===== src/rtl/dm_store_controller_pkg.sv =====
// Shared types and helpers for the MEM-stage store path.
//   UNIT_*        : access size codes (byte, halfword, word, doubleword)
//   sb_entry_t    : one store-buffer entry (doubleword address, lane data, byte enables)
//   size_to_be    : byte-enable pattern for a size at a byte offset (also usable by the load path)
//   is_misaligned : access crosses a doubleword boundary
package dm_store_controller_pkg;

  localparam logic [1:0] UNIT_B  = 2'd0;
  localparam logic [1:0] UNIT_HW = 2'd1;
  localparam logic [1:0] UNIT_W  = 2'd2;
  localparam logic [1:0] UNIT_DW = 2'd3;

  typedef struct packed {
    logic [63:0] dw_addr;
    logic [63:0] wdata;
    logic [7:0]  be;
  } sb_entry_t;

  typedef enum logic {S_IDLE, S_REQ} sb_state_t;

  function automatic logic [3:0] unit_bytes(input logic [1:0] unit);
    case (unit)
      UNIT_B:  return 4'd1;
      UNIT_HW: return 4'd2;
      UNIT_W:  return 4'd4;
      default: return 4'd8;
    endcase
  endfunction

  function automatic logic [7:0] size_to_be(input logic [1:0] unit, input logic [2:0] off);
    case (unit)
      UNIT_B:  return 8'h01 << off;
      UNIT_HW: return 8'h03 << off;
      UNIT_W:  return 8'h0F << off;
      default: return 8'hFF;
    endcase
  endfunction

  function automatic logic is_misaligned(input logic [1:0] unit, input logic [2:0] off);
    return ({1'b0, off} + unit_bytes(unit)) > 4'd8;
  endfunction

endpackage


===== src/rtl/dm_store_controller_sb_fifo.sv =====
// In-order store buffer: DEPTH entries of sb_entry_t.
//   push/push_entry : enqueue at tail
//   pop             : drop head (ignored when empty)
//   head/second     : entry at head and the one behind it (next to issue)
//   entries/occ     : every slot plus occupancy mask, for address-conflict compare
//   count           : number of occupied entries (0..DEPTH)
module dm_store_controller_sb_fifo
  import dm_store_controller_pkg::*;
#(
  parameter int DEPTH = 4
) (
  input  logic                     clk,
  input  logic                     rst,
  input  logic                     push,
  input  sb_entry_t                push_entry,
  input  logic                     pop,
  output sb_entry_t                head,
  output sb_entry_t                second,
  output sb_entry_t                entries [DEPTH],
  output logic [DEPTH-1:0]         occ,
  output logic [$clog2(DEPTH):0]   count
);

  localparam int PW = $clog2(DEPTH);
  localparam int CW = PW + 1;

  sb_entry_t      mem [DEPTH];
  logic [PW-1:0]  wr_ptr, rd_ptr;
  logic           do_pop;

  assign do_pop = pop && (count != '0);

  // Storage needs no reset: occupancy is tracked by the pointers/count.
  always_ff @(posedge clk) begin
    if (push) mem[wr_ptr] <= push_entry;
  end

  always_ff @(posedge clk or posedge rst) begin
    if (rst) begin
      wr_ptr <= '0;
      rd_ptr <= '0;
      count  <= '0;
    end else begin
      if (push)   wr_ptr <= wr_ptr + PW'(1);
      if (do_pop) rd_ptr <= rd_ptr + PW'(1);
      case ({push, do_pop})
        2'b10:   count <= count + CW'(1);
        2'b01:   count <= count - CW'(1);
        default: count <= count;
      endcase
    end
  end

  assign head    = mem[rd_ptr];
  assign second  = mem[rd_ptr + PW'(1)];
  assign entries = mem;

  // Slot i is occupied when its distance from the head is below count.
  for (genvar i = 0; i < DEPTH; i++) begin : g_occ
    logic [PW-1:0] rel;
    assign rel    = PW'(i) - rd_ptr;
    assign occ[i] = {1'b0, rel} < count;
  end

endmodule


===== src/rtl/dm_store_controller.sv =====
// MEM-stage store controller: alignment check, byte-lane formatting, in-order
// store buffer and a req/ack drain to Data Memory.
//   i_st_*               : store request from the pipeline
//   o_st_ready           : buffer has room this cycle
//   o_miss_aligned_error : one-cycle pulse after a rejected misaligned store
//   i_ld_* / o_ld_conflict : load address vs. pending store doublewords
//   o_dm_* / i_dm_ack    : registered write port to Data Memory
//   o_empty              : nothing buffered or in flight
module dm_store_controller
  import dm_store_controller_pkg::*;
#(
  parameter int DEPTH  = 4,
  parameter int ADDR_W = 64
) (
  input  logic              clk,
  input  logic              rst,
  input  logic              i_st_valid,
  input  logic [ADDR_W-1:0] i_st_addr,
  input  logic [63:0]       i_st_data,
  input  logic [1:0]        i_st_unit,
  output logic              o_st_ready,
  output logic              o_miss_aligned_error,
  input  logic              i_ld_valid,
  input  logic [ADDR_W-1:0] i_ld_addr,
  output logic              o_ld_conflict,
  output logic              o_dm_req,
  output logic [ADDR_W-1:0] o_dm_addr,
  output logic [63:0]       o_dm_wdata,
  output logic [7:0]        o_dm_be,
  input  logic              i_dm_ack,
  output logic              o_empty
);

  localparam int CW = $clog2(DEPTH) + 1;

  sb_state_t        state_q, state_d;
  sb_entry_t        st_entry, head, second, next_entry, out_q;
  sb_entry_t        entries [DEPTH];
  logic [DEPTH-1:0] occ;
  logic [CW-1:0]    count;
  logic [2:0]       off;
  logic             misaligned, push, pop, load, err_q;
  logic [63:0]      lane, ld_dw;

  assign off        = i_st_addr[2:0];
  assign misaligned = is_misaligned(i_st_unit, off);
  assign o_st_ready = count < CW'(DEPTH);
  assign push       = i_st_valid && !misaligned && o_st_ready;

  // Shift data into its lanes, then keep only the enabled bytes.
  always_comb begin
    st_entry.dw_addr = 64'(i_st_addr) & ~64'h7;
    st_entry.be      = size_to_be(i_st_unit, off);
    lane             = '0;
    for (int b = 0; b < 8; b++) lane[b*8 +: 8] = {8{st_entry.be[b]}};
    st_entry.wdata   = (i_st_data << {off, 3'b000}) & lane;
  end

  dm_store_controller_sb_fifo #(.DEPTH(DEPTH)) u_fifo (
    .clk        (clk),
    .rst        (rst),
    .push       (push),
    .push_entry (st_entry),
    .pop        (pop),
    .head       (head),
    .second     (second),
    .entries    (entries),
    .occ        (occ),
    .count      (count)
  );

  // The next entry to present may be the one being pushed this cycle (empty
  // buffer, or last entry acked alongside a push); bypass it so the request
  // follows one cycle after acceptance.
  always_comb begin
    state_d    = state_q;
    load       = 1'b0;
    pop        = 1'b0;
    next_entry = head;
    case (state_q)
      S_IDLE: begin
        if (count != '0 || push) begin
          state_d    = S_REQ;
          load       = 1'b1;
          next_entry = (count != '0) ? head : st_entry;
        end
      end
      S_REQ: begin
        if (i_dm_ack) begin
          pop = 1'b1;
          if (count > CW'(1) || push) begin
            load       = 1'b1;
            next_entry = (count > CW'(1)) ? second : st_entry;
          end else begin
            state_d = S_IDLE;
          end
        end
      end
      default: state_d = S_IDLE;
    endcase
  end

  always_ff @(posedge clk or posedge rst) begin
    if (rst) begin
      state_q <= S_IDLE;
      out_q   <= '0;
      err_q   <= 1'b0;
    end else begin
      state_q <= state_d;
      if (load) out_q <= next_entry;
      err_q   <= i_st_valid && misaligned;
    end
  end

  assign o_dm_req             = (state_q == S_REQ);
  assign o_dm_addr            = out_q.dw_addr[ADDR_W-1:0];
  assign o_dm_wdata           = out_q.wdata;
  assign o_dm_be              = out_q.be;
  assign o_miss_aligned_error = err_q;
  assign o_empty              = (count == '0) && (state_q == S_IDLE);

  // The head stays in the buffer until acked, so in-flight writes are covered.
  assign ld_dw = 64'(i_ld_addr) & ~64'h7;
  always_comb begin
    o_ld_conflict = 1'b0;
    for (int i = 0; i < DEPTH; i++)
      if (i_ld_valid && occ[i] && entries[i].dw_addr == ld_dw) o_ld_conflict = 1'b1;
  end

endmodule


===== config.mk =====
export PLATFORM = sky130hd
export DESIGN_NAME = dm_store_controller
export DESIGN_NICKNAME = d
export VERILOG_FILES = /design/src/rtl/dm_store_controller_pkg.sv /design/src/rtl/dm_store_controller_sb_fifo.sv /design/src/rtl/dm_store_controller.sv
export SDC_FILE = /design/constraint.sdc
export NUM_CORES = 1
export LEC_CHECK = 0
export CORE_MARGIN = 4
export CORE_UTILIZATION = 49
export DETAILED_ROUTE_END_ITERATION = 8
export GPL_TIMING_DRIVEN = 0
export PLACE_DENSITY_LB_ADDON = 0.3
export SLEW_MARGIN = 25
export SYNTH_ARGS = -nofsm -noshare
export SYNTH_HDL_FRONTEND = slang
export SYNTH_HIERARCHICAL = 1
export SYNTH_SLANG_ARGS = --single-unit

===== constraint.sdc =====
create_clock -name clk -period 5 [get_ports clk]
set_input_delay 0.5 -clock clk [delete_from_list [all_inputs] [get_ports clk]]
set_output_delay 0.5 -clock clk [all_outputs]
set_load 0.01 [all_outputs]

==> key figures <==
Status
  – Status: complete, no violations

Floorplanning
  – Die H: 280.7 um
  – Core ar.: 73330 um^2
  – FP Rows: 99
  – Die area: 78790 um^2
  – Starting density of the core: 0.4969
  – Io pins: 340
  – Die width: 280.7 um

Synthesis
  – Top_reg_cell synth: edfxtp_1
  – Synth async-reset ratio: 0.2104
  – Number of synthesized flops with an enable pin: 544
  – Ranking of synthesized cells by area: edfxtp_1 45%, mux4_2 17%, dfrtp_1 10%
  – Mapped cell area: 36440 um^2
  – Yosys warning total: 6
  – Dominant cell by count in the synthesized netlist: edfxtp_1
  – Yosys top cell by area: edfxtp_1
  – Synth Area in Compound Gates: 0.09543
  – Netlist cell types: 91
  – Xor-xnor portion of the synthesized cell area: 0.04928
  – Commonest cells post-synth: 544 x edfxtp_1, 276 x mux4_2, 193 x nor2_1
  – Avg Inst Size Synth: 14.55 um^2
  – Syn Inst Count: 2505
  – Area share of the largest cell type after synthesis: 0.4483
  – Largest family of logic cells by synthesized area: multiplexers
  – Synth Area in Simple Gates: 0.06620
  – Adder-cell share of the synthesized area: 0.006593
  – Yosys reg bits: 689
  – Multiplexer share of the synthesized area: 0.1941
  – Seq/Total Area, Yosys: 0.5479

Finish
  – Share of layout cells above drive strength 1: 0.2072
  – Area Overhead vs Synth: 19.94%
  – Design area: 43700 um^2
  – Fillers: 5621
  – Net count reported at finish: 3149

STA
  – Max-slew violation count: 0
  – Fin. Hold Viols: 0
  – Min Tclk post-route: 4.890 ns
  – Final setup TNS: 0 ns
  – Final setup fails: 0
  – Fmax: 204.5 MHz
  – Worst relative slew slack: 0.3033
  – Unrepaired setup endpoints after global routing: no
  – Period utilisation layout: 0.9780
  – Final setup skew: 0.01970 ns
  – Worst Max-Slew Pin Slew: 1.045 ns
  – Worst Setup Slack, final: 0.1101 ns

Worst setup path
  – RR Endpoint: o_dm_wdata[13]
  – CP max FO: 10
  – Critical path's most frequent cell: buf_6
  – Slowest stage delay, CP: 0.55 ns
  – CP bufs+invs: 5
  – Critical Path RT: 4.50 ns
  – Critical Path Source Type: flip-flop
  – Worst-path cell chain: buf_6 -> buf_6 -> buf_6 -> buf_4 -> xnor2_1 -> ha_1 -> a21oi_1 -> or2_2 -> nand2_1 -> nor4_1 -> nand4_1 -> nor4_4 -> or4_4 -> clkdlybuf4s50_1
  – R2R depth: 7
  – Flop-to-flop setup slack: 1.29 ns
  – Arrival @ worst endpoint: 4.39 ns
  – Critical path class: reg2out
  – Delay-heaviest family, CP: buffers and inverters
  – FF-to-FF Start: o_dm_req
  – Critical Path Slowest Stage Cell: clkdlybuf4s50_1
  – Worst Setup End Kind: primary output

Power and ir drop
  – Seq pwr share: 0.334
  – Worst IR drop on VDD: 0.0003735 V
  – Comb power frac: 0.448
  – Psw: 9159 uW
  – Internal power: 15350 uW
  – Power consumption: 24510 uW
  – Power Dens Cells: 560.8 nW/um^2
  – Leak Pwr: 0.01518 uW
  – Net Sw Frac: 0.3737
  – Clock power share: 0.217

Drt
  – Iteration-0 DRC Markers: 4104
  – Via density: 6.967
  – Final wirelength: 147.1 mm
  – # DRC: 0
  – Vias: 27530
  – Antenna viol nets, final: 0
  – DRT Pass-1 Iters: 6
  – Routed WL per cell: 37.23 um

Place
  – Placed inst area: 41350 um^2
  – Setup slack after placement: -0.6781 ns
  – Placer congestion estimate: 1.043
  – Post-DP HPWL: 110.9 mm
  – # port buffers: 326

Clock tree
  – Setup Buffers After CTS: 0
  – Sink Count: 689
  – Clock root cell: clkbuf_16
  – Clock Tree Buf Depth: 3
  – CTS tree: done
  – CTS Buf Count: 75
  – Clk_lat worst skew: 0.63 ns
  – H-tree level count: 3
  – Worst-path clk slew: 0.06 ns
  – Hold_buf cts: 0

GRT
  – Grt ovf: 0
  – Initial antenna violation count: 1
  – GRT Total Usage: 0.3707
  – Global-route wire length before repair: 206.3 mm
  – Largest net degree at the start of global routing: 75
  – Number of global-route vias before repair: 27340

Hold path
  – Hold Path Class: in2async

Run
  – Max-cap violations: 0
logic make-up after synthesis:
family          Yosys count
compound gates          464
xor+xnor                205
fa+ha+maj                18
buf+inv                 253
flops                   689
mux                     358
other cells               1
simple gates            517
layout by cell type, fill, tap and decap left out, types with 11 or more instances in the layout:
cell type / n
nor4_1: 33
o2bb2ai_1: 14
mux2_2: 28
o22ai_1: 73
mux4_2: 276
clkbuf_16: 76
o31ai_2: 13
a221oi_1: 23
xor2_1: 92
conb_1: 12
nand4_1: 37
buf_4: 37
xnor2_1: 113
clkdlybuf4s50_1: 326
a22oi_1: 23
and3_1: 18
clkbuf_1: 64
mux2i_1: 53
nand2_1: 151
inv_1: 69
edfxtp_1: 544
nand2b_1: 11
nor3_1: 17
o21ai_1: 25
clkinv_1: 13
a21oi_1: 78
o21ai_0: 35
a211oi_1: 12
buf_2: 61
a222oi_1: 38
o221ai_1: 25
nor2_1: 192
buf_16: 13
ha_1: 16
o31ai_1: 26
dfrtp_1: 145
buf_6: 36
how the worst max path moves through the flow:
stage | from | end | slack [ns] | depth (start not counted)
2_1_floorplan | i_st_unit[0] | u_fifo/entries[0] | 0.41 | 9
4_1_cts | u_fifo/rd_ptr[0] | o_ld_conflict | 0.008 | 13
6_report | u_fifo/rd_ptr[1] | o_ld_conflict | 0.11 | 14
3_3_place_gp | rst | o_dm_wdata[34] | -2.67 | 2
3_5_place_dp | i_st_unit[0] | u_fifo/entries[50] | -0.68 | 13
5_1_grt | u_fifo/rd_ptr[1] | o_ld_conflict | 0.02 | 15
through the flow:
stage,hold WS [ns],cells,utilization
6_report,0.3466,3952,0.5960
5_1_grt,0.3780,3951,0.5960
4_1_cts,0.3427,3952,0.5959
3_5_place_dp,0.4665,3815,0.5638
3_3_place_gp,0.4676,3801,0.5584
2_1_floorplan,0.3034,2516,-
registers in the layout, indices dropped and copies added (netlist names):
register	flops
o_miss_aligned_error	1
o_dm_addr	64
u_fifo/rd_ptr	2
u_fifo/entries	544
o_dm_wdata	64
u_fifo/wr_ptr	2
o_dm_req	1
u_fifo/count	3
o_dm_be	8
timing repair:
action                                  CTS  global route
endpoints found under the setup margin   37             1
gates resized for setup                   6             2
hold endpoints to repair                  0             0
pin swaps                                 0             0
per-layer routing:
metal  up-vias  GRT usage  part of all wire
met5         -          0                 0
met4         0     0.2100             0.072
met3       411    0.06953              0.11
met2      2225     0.5960              0.47
met1     14040     0.4785              0.35
li1      10860          -                 -
power by group through the flow:
stage / sequential [uW] / combinational [uW] / clock [uW]
global route: 8260 / 11500 / 5590
CTS: 8150 / 10900 / 5350
floorplan: 8230 / 6370 / 0
finish: 8190 / 11000 / 5330
global placement: 8270 / 10600 / 0
detailed placement: 8250 / 10900 / 0
final cells by class:
cell class | count | area [um^2] | share of cell area
Inverter | 70 | 270.3 | 0.006184
Clock inverter | 30 | 207.7 | 0.004752
Multi-Input combinational cell | 1574 | 15100 | 0.3456
Sequential cell | 689 | 19960 | 0.4568
Clock buffer | 107 | 2108 | 0.04824
Antenna cell | 1 | 2.502 | 0.00005726
Tap cell | 959 | 1200 | 0.02745
Buffer | 182 | 1207 | 0.02763
Timing Repair Buffer | 340 | 3641 | 0.08331
Note: power is estimated with default switching activity, not from simulation.
